`config.mk`:
```
export PLATFORM = sky130hd
export DESIGN_NAME = if_fetch_unit
export DESIGN_NICKNAME = d
export VERILOG_FILES = /design/src/rtl/if_fetch_unit.sv
export SDC_FILE = /design/constraint.sdc
export NUM_CORES = 1
export LEC_CHECK = 0
export CAP_MARGIN = 20
export CELL_PAD_IN_SITES_DETAIL_PLACEMENT = 1
export CELL_PAD_IN_SITES_GLOBAL_PLACEMENT = 2
export CORE_ASPECT_RATIO = 0.9
export CORE_MARGIN = 2
export CORE_UTILIZATION = 39
export DETAILED_ROUTE_END_ITERATION = 6
export PLACE_DENSITY_LB_ADDON = 0.15
export SETUP_SLACK_MARGIN = 0.5
export SYNTH_ARGS = -nofsm -noshare
export SYNTH_HDL_FRONTEND = slang
export SYNTH_SLANG_ARGS = --single-unit
```
`constraint.sdc`:
```
create_clock -name clk -period 10.85 [get_ports clk]
set_clock_uncertainty 0.1 [all_clocks]
set_input_delay 3.255 -clock clk [delete_from_list [all_inputs] [get_ports clk]]
set_output_delay 3.255 -clock clk [all_outputs]
set_load 0.02 [all_outputs]
```
`src/rtl/if_fetch_unit.sv`:
```
// if_fetch_unit
//   Instruction-fetch stage feeding the IF/ID register. Owns the program
//   counter, issues one word read at a time to instruction memory and keeps
//   returned words in a 2-entry queue. It applies taken-branch redirects
//   from EX: the queue is flushed, and any in-flight response is discarded.
//
// Ports
//   clk, rst_n        clock, asynchronous active-low reset
//   stall             ID stall; head entry is held while 1
//   nPC_sel           taken branch this cycle (overrides everything)
//   imm16, br_pc4     branch word offset and PC+4 of the branch
//   imem_req/adr      read request and word address to instruction memory
//   imem_rvalid/rdata read response from instruction memory
//   inst, inst_pc4    head instruction and its PC+4
//   inst_valid        head entry present
module if_fetch_unit #(
  parameter logic [31:0] RESET_PC = 32'h0000_0000
) (
  input  logic        clk,
  input  logic        rst_n,
  input  logic        stall,
  input  logic        nPC_sel,
  input  logic [15:0] imm16,
  input  logic [31:0] br_pc4,
  output logic        imem_req,
  output logic [31:0] imem_adr,
  input  logic        imem_rvalid,
  input  logic [31:0] imem_rdata,
  output logic [31:0] inst,
  output logic [31:0] inst_pc4,
  output logic        inst_valid
);

  // IDLE: nothing outstanding; WAIT: response will be kept;
  // KILL: response will be discarded (a redirect overtook it).
  typedef enum logic [1:0] {IDLE, WAIT, KILL} state_e;

  state_e      state_q, state_d;
  logic [31:0] pc_q, pc_d;
  logic [31:0] req_pc_q, req_pc_d;
  logic [1:0]  count_q, count_d;
  logic        wr_ptr_q, rd_ptr_q;
  logic [31:0] fifo_inst_q [2];
  logic [31:0] fifo_pc4_q  [2];
  logic [31:0] last_inst_q, last_pc4_q;

  logic        push, pop, issue;
  logic [1:0]  count_after;
  logic [31:0] br_target;

  assign br_target = br_pc4 + {{14{imm16[15]}}, imm16, 2'b00};

  assign pop  = (count_q != 2'd0) && !stall && !nPC_sel;
  assign push = (state_q == WAIT) && imem_rvalid && !nPC_sel;
  assign count_after = count_q + {1'b0, push} - {1'b0, pop};

  always_comb begin
    issue    = 1'b0;
    state_d  = state_q;
    pc_d     = pc_q;
    req_pc_d = req_pc_q;
    count_d  = count_after;
    if (nPC_sel) begin
      pc_d    = br_target;
      count_d = 2'd0;
      case (state_q)
        WAIT, KILL: state_d = imem_rvalid ? IDLE : KILL;
        default:    state_d = IDLE;
      endcase
    end else begin
      case (state_q)
        IDLE: if (count_q < 2'd2) issue = 1'b1;
        WAIT: begin
          // Back-to-back issue only when the slot freed by this response
          // still leaves room; otherwise go idle until the queue drains.
          if (imem_rvalid) begin
            if (count_after < 2'd2) issue = 1'b1;
            else                    state_d = IDLE;
          end
        end
        KILL: if (imem_rvalid) state_d = IDLE;
        default: state_d = IDLE;
      endcase
      if (issue) begin
        pc_d     = pc_q + 32'd4;
        req_pc_d = pc_q;
        state_d  = WAIT;
      end
    end
  end

  // Reset gates the request combinationally so memory sees nothing while
  // rst_n is low, even though the idle/empty state would otherwise issue.
  assign imem_req = issue & rst_n;
  assign imem_adr = pc_q;

  always_ff @(posedge clk or negedge rst_n) begin
    if (!rst_n) begin
      state_q     <= IDLE;
      pc_q        <= RESET_PC;
      req_pc_q    <= RESET_PC;
      count_q     <= 2'd0;
      wr_ptr_q    <= 1'b0;
      rd_ptr_q    <= 1'b0;
      last_inst_q <= 32'd0;
      last_pc4_q  <= 32'd0;
    end else begin
      state_q  <= state_d;
      pc_q     <= pc_d;
      req_pc_q <= req_pc_d;
      count_q  <= count_d;
      if (nPC_sel) begin
        wr_ptr_q <= 1'b0;
        rd_ptr_q <= 1'b0;
      end else begin
        if (push) wr_ptr_q <= ~wr_ptr_q;
        if (pop) begin
          rd_ptr_q    <= ~rd_ptr_q;
          // Remember the consumed entry so outputs hold it once empty.
          last_inst_q <= fifo_inst_q[rd_ptr_q];
          last_pc4_q  <= fifo_pc4_q[rd_ptr_q];
        end
      end
    end
  end

  // Queue storage carries data only; validity is tracked by count_q.
  always_ff @(posedge clk) begin
    if (push) begin
      fifo_inst_q[wr_ptr_q] <= imem_rdata;
      fifo_pc4_q[wr_ptr_q]  <= req_pc_q + 32'd4;
    end
  end

  assign inst_valid = (count_q != 2'd0);
  assign inst       = inst_valid ? fifo_inst_q[rd_ptr_q] : last_inst_q;
  assign inst_pc4   = inst_valid ? fifo_pc4_q[rd_ptr_q]  : last_pc4_q;

endmodule

```
# After elaboration in Yosys (flattened, before gate mapping)
# Memories as Yosys holds them, arrays and structs flattened.
# Index checks and enable logic that the tools add are counted.
# word_totals
reg_bits	134
input_bits	85
output_inout_bits	98
elab_cells	67
ramBits	128
memories	2
# mem_list
name	depth	word_bits	rd	rd_clocked_by_memory_dff	wr	line	rtl
fifo_inst_q	2	32	1	0	1	43	logic [31:0] fifo_inst_q [2];
fifo_pc4_q	2	32	1	0	1	44	logic [31:0] fifo_pc4_q [2];
# op_classes
n_bitwise	4
n_addsub	5
n_eq_ne	6
magnitude_cmp	2
mux	25
n_reduce_logical	15
# op_table
operator	count
$mux 32	4
$add 32x3->32 const B	2
$add 32x32->32	1
$mux 2	8
$mux 1	11
$ne 4x3->1 const B	2
$reduce_bool 2->1	4
$pmux 2 s3	1
$logic_and 1x1->1	4
$lt 2x2->1 const B	2
$ne 4x4->1 const B	1
$reduce_and 2->1	2
$reduce_and 4->1	1
$ne 3x3->1 const B	1
$not 1->1	3
$add 2x1->2	1
$eq 2x1->1 const B	1
$eq 2x2->1 const B	1
$logic_not 1->1	2
$logic_not 2->1	1
$pmux 1 s2	1
$reduce_or 2->1	1
$sub 2x1->2	1
$and 1x1->1	1

# Logic depth before layout (Yosys ltp)
# depth
ltp_word	12
depth_mapped	15
ltp_nobuf	13

# Worst setup path after synthesis
# Ideal clock, no wire load.
# synth_path
kind	input port to output port
start	input port stall
end	output port imem_req
path_buffers	2
arrival_ns	5.355
stages	9
setup_slack_ns	2.140
t_required_ns	7.495
path_cell_list	nor3_1 clkbuf_1 clkbuf_1 ha_1 inv_1 ha_1 xnor3_1 a32o_2 and3_1
# synth_between
elab_chain_len	11
# synth_rtl
element	line	rtl
start: declaration	21	input logic stall,
$logic_not 1->1	53	assign pop = (count_q != 2'd0) && !stall && !nPC_sel;
$logic_and 1x1->1 (2 in a row)	53	
$sub 2x1->2	55	assign count_after = count_q + {1'b0, push} - {1'b0, pop};
$lt 2x2->1	77	if (count_after < 2'd2) issue = 1'b1;
$mux 1	77	
$mux 1	76	if (imem_rvalid) begin
$pmux 1 s2	71	case (state_q)
$mux 1 (2 in a row)	63	if (nPC_sel) begin
$and 1x1->1	94	assign imem_req = issue & rst_n;
end: declaration	25	output logic imem_req,
# Every way passes these cells. The select of a mux whose other input is x is not followed.

# Final worst setup path
# layout_path
start	input port imem_rvalid
end	output port imem_req
# layout_between
elab_chain_len	11
# layout_rtl
element	line	rtl
start: declaration	27	input logic imem_rvalid,
$logic_and 1x1->1 (2 in a row)	54	assign push = (state_q == WAIT) && imem_rvalid && !nPC_sel;
$add 2x1->2	55	
$sub 2x1->2	55	
$lt 2x2->1	77	
$mux 1	77	
$mux 1 *	76	
$pmux 1 s2 *	71	
$mux 1 * (2 in a row)	63	
$and 1x1->1 *	94	
# Mark *: on every way between the ends. The rest lies on a longest branch, timed or not. The select of a mux whose other input is x is not followed.

==> summary.txt <==
Status
  – Run status: completed

Placement
  – Dpl cell area: 14900 µm²
  – Final GP Congestion: 0.778
  – Hpwl dp: 21300 µm
  – Port bufs: 182
  – Placed cells: 1693

Critical path
  – R2R setup slack: 7310 ps
  – Slowest-stage cell, CP: clkdlybuf4s50_1
  – Crit Path Category: in -> out
  – Critical R2R Capture: req_pc_q[22]$_DFFE_PN0P_
  – Critical Path RT: 7500 ps
  – Reg2reg start: state_q[1]$_DFFE_PN0P_
  – Critical Path Start Type: input port
  – Worst Reg2Reg Path Length in Cells: 11
  – Arrival @ worst endpoint: 5950 ps
  – CP max stage delay: 590 ps
  – Crit. End Element: output pin
  – CP max FO: 7
  – Critical path, cell by cell: clkdlybuf4s50_1, nand3_1, ha_1, inv_1, ha_1, xnor3_1, a32o_2, and3_1, clkdlybuf4s50_1

Yosys
  – Post-synth EDFFs: 128
  – Post-synth ARST share: 51.1%
  – Most frequent cells after synthesis: a21oi_1 (163), nor2_1 (163), dfrtp_1 (134)
  – Sequential area share after synthesis: 56.5%
  – Post-Syn Area: 12700 µm²
  – Leading area contributor after synthesis: edfxtp_1
  – Ys flop type: dfrtp_1
  – Yosys cell types: 54
  – Mapped Nets: 1265
  – Synth area leaders: edfxtp_1 (30%), dfrtp_1 (26%), a21oi_1 (6.4%)
  – Synth Instances: 1143
  – FF+latch count, synth: 262
  – Synth Area per Inst: 11.2 µm²
  – Ys Warns: 0
  – Area share of the largest cell type after synthesis: 30.2%

STA
  – RSZ-0062 raised after global routing: false
  – Final period util: 85.8%
  – Slew @ Worst Pin: 946 ps
  – Slew Viols, Final: 0
  – Final Setup Violations: 0
  – Final Critical Period: 9300 ps
  – Slew margin rel.: 36.9%
  – Hold Fails Final Rpt: 0
  – Setup TNS: 0 ps
  – F_max: 107 MHz

Clocking
  – Post-CTS Resized: 0
  – Root Buffer: clkbuf_16
  – CTS max path bufs: 3
  – CTS Hold Buffers Added: 0
  – CTS clk-pin slew, worst paths: 60 ps
  – Post-CTS setup buffers: 0
  – CTS buffer count: 28
  – Clock Latency Late Sink: 530 ps
  – Clk sinks: 262
  – H-tree levels: 1
  – CTS tree: built

Routing
  – DRT Pass-1 Iters: 4
  – WL final: 31200 µm
  – Routed len/inst: 17.9 µm
  – Total number of vias: 9142
  – Post-DR vias/cell: 5.24
  – Initial DRC count: 362
  – # DRC: 0
  – Post-route ant nets: 0

Floorplanning
  – Die Width: 195 µm
  – Initial core utilization: 39.8%
  – Area of the die: 34100 µm²
  – Std cell rows: 62
  – Die Ht: 176 µm
  – Core area: 32000 µm²
  – Ports: 183

Min path
  – Worst hold path class: reg -> reg
  – HP Start: req_pc_q[1]$_DFFE_PN0P_
  – Hold Path End: fifo_pc4_q[1][1]$_DFFE_PP_
  – Worst hold path depth: 0

Final layout
  – Area Growth Syn to Fin: 24.3%
  – Ant diodes: 0
  – Share of cells above drive strength 1: 7.23%
  – Final instance area: 15800 µm²
  – Fin util: 49.5%
  – Fillers: 3446
  – Post-layout instance count excluding filler cells: 1744
  – Final-stage net count: 1429

Global routing
  – GRT met2 Usage: 30.4%
  – Pin count of the biggest net entering global routing: 90
  – Most crowded layer after global routing: met2
  – Met3 Resource Use GR: 3.34%
  – GRT Util Overall: 18.4%
  – Antenna violations before repair: 1
  – Grt ovf: 0
  – Vias in the first global route: 9527
  – Global-route wire length before repair: 50700 µm
  – Global Route met1 Usage: 25.3%

Power
  – LEAKAGE: 5.96 nW
  – Power after layout: 0.00386 W
  – Power Density: 244 nW/µm²
  – Peak VDD IR: 0.0000978 V

Flow run
  – MaxCap Viol Count: 0
## through the flow
step	setup WS, ps	hold WS, ps
after floorplan	2140	338
after global placement	1550	348
after global routing	1400	389
after detailed placement	1520	355
final	1550	370
after CTS	1520	369
## worst max-delay path by stage
stage	from	endpoint	slack [ps]	cells after the start
floorplan	stall	imem_req	2140	9
global placement	imem_rvalid	imem_req	1550	9
detailed placement	imem_rvalid	imem_req	1520	9
CTS	imem_rvalid	imem_req	1520	9
global route	imem_rvalid	imem_req	1400	9
finish	imem_rvalid	imem_req	1550	9
## area by class of cell
cell class	instances	area (µm²)	area share (%)
multi-input combinational	807	5250	33.1
clock inverter	14	165	1.04
inverter	15	58.8	0.371
sequential	262	7200	45.4
tap	416	520	3.28
timing repair buffer	193	1900	12.0
clock buffer	37	756	4.77
## cell usage in the layout, fill, tap and decap left out, drive strengths merged, types with 26 or more instances in the layout
cell           synthesis  final
nand2                 63     63
o21ai                 44     44
mux2i                 75     75
clkdlybuf4s50          0    180
edfxtp               128    128
ha                    36     36
mux2                  32     32
nor2                 163    163
nand3                 26     26
a21oi                163    163
clkbuf                45     37
dfrtp                134    134
xnor2                 50     50
xor2                  32     32
## cell families (layout without fill, tap and decap cells)
logic type	Yosys count	after routing	share of synthesized area, %
adder cells (fa/ha/maj)	37	37	3.69
buffers and inverters	74	259	2.53
AND/OR/NAND/NOR	318	318	11.2
flip-flops	262	262	56.5
AO/OA/AOI/OAI	262	262	11.5
multiplexers	107	107	8.81
XOR/XNOR	83	83	5.81
## registers in the layout (all words and copies together), names as in the netlist
name	flops
count_q	2
fifo_inst_q	64
fifo_pc4_q	64
imem_adr	32
last_inst_q	32
last_pc4_q	32
rd_ptr_q	1
req_pc_q	32
state_q	2
wr_ptr_q	1
## routing by layer
metal,wire [µm],part of all wire [%],vias up
li1,-,-,4434
met1,14600,47,4476
met2,14300,46,191
met3,1690,5.4,41
met4,536,1.7,0
met5,0,0,-
## report_power, final
| group | total (W) | internal (W) | switching, W | leakage (nW) |
|---|---|---|---|---|
| clock network | 0.000954 | 0.000581 | 0.000373 | 0.453 |
| logic | 0.00139 | 0.000646 | 0.000746 | 2.78 |
| registers | 0.00152 | 0.00132 | 0.000195 | 2.73 |
| total | 0.00386 | 0.00255 | 0.00131 | 5.96 |
## critical path: cells and delay by family
kind                       cells  cell delay [ps]
buffers and inverters          3             1180
adders and majority gates      2              510
and+or+nand+nor                2              440
AOI/OAI and AO/OA              1              330
xor gates and xnor gates       1              240
(Power assumes the default switching activity.)
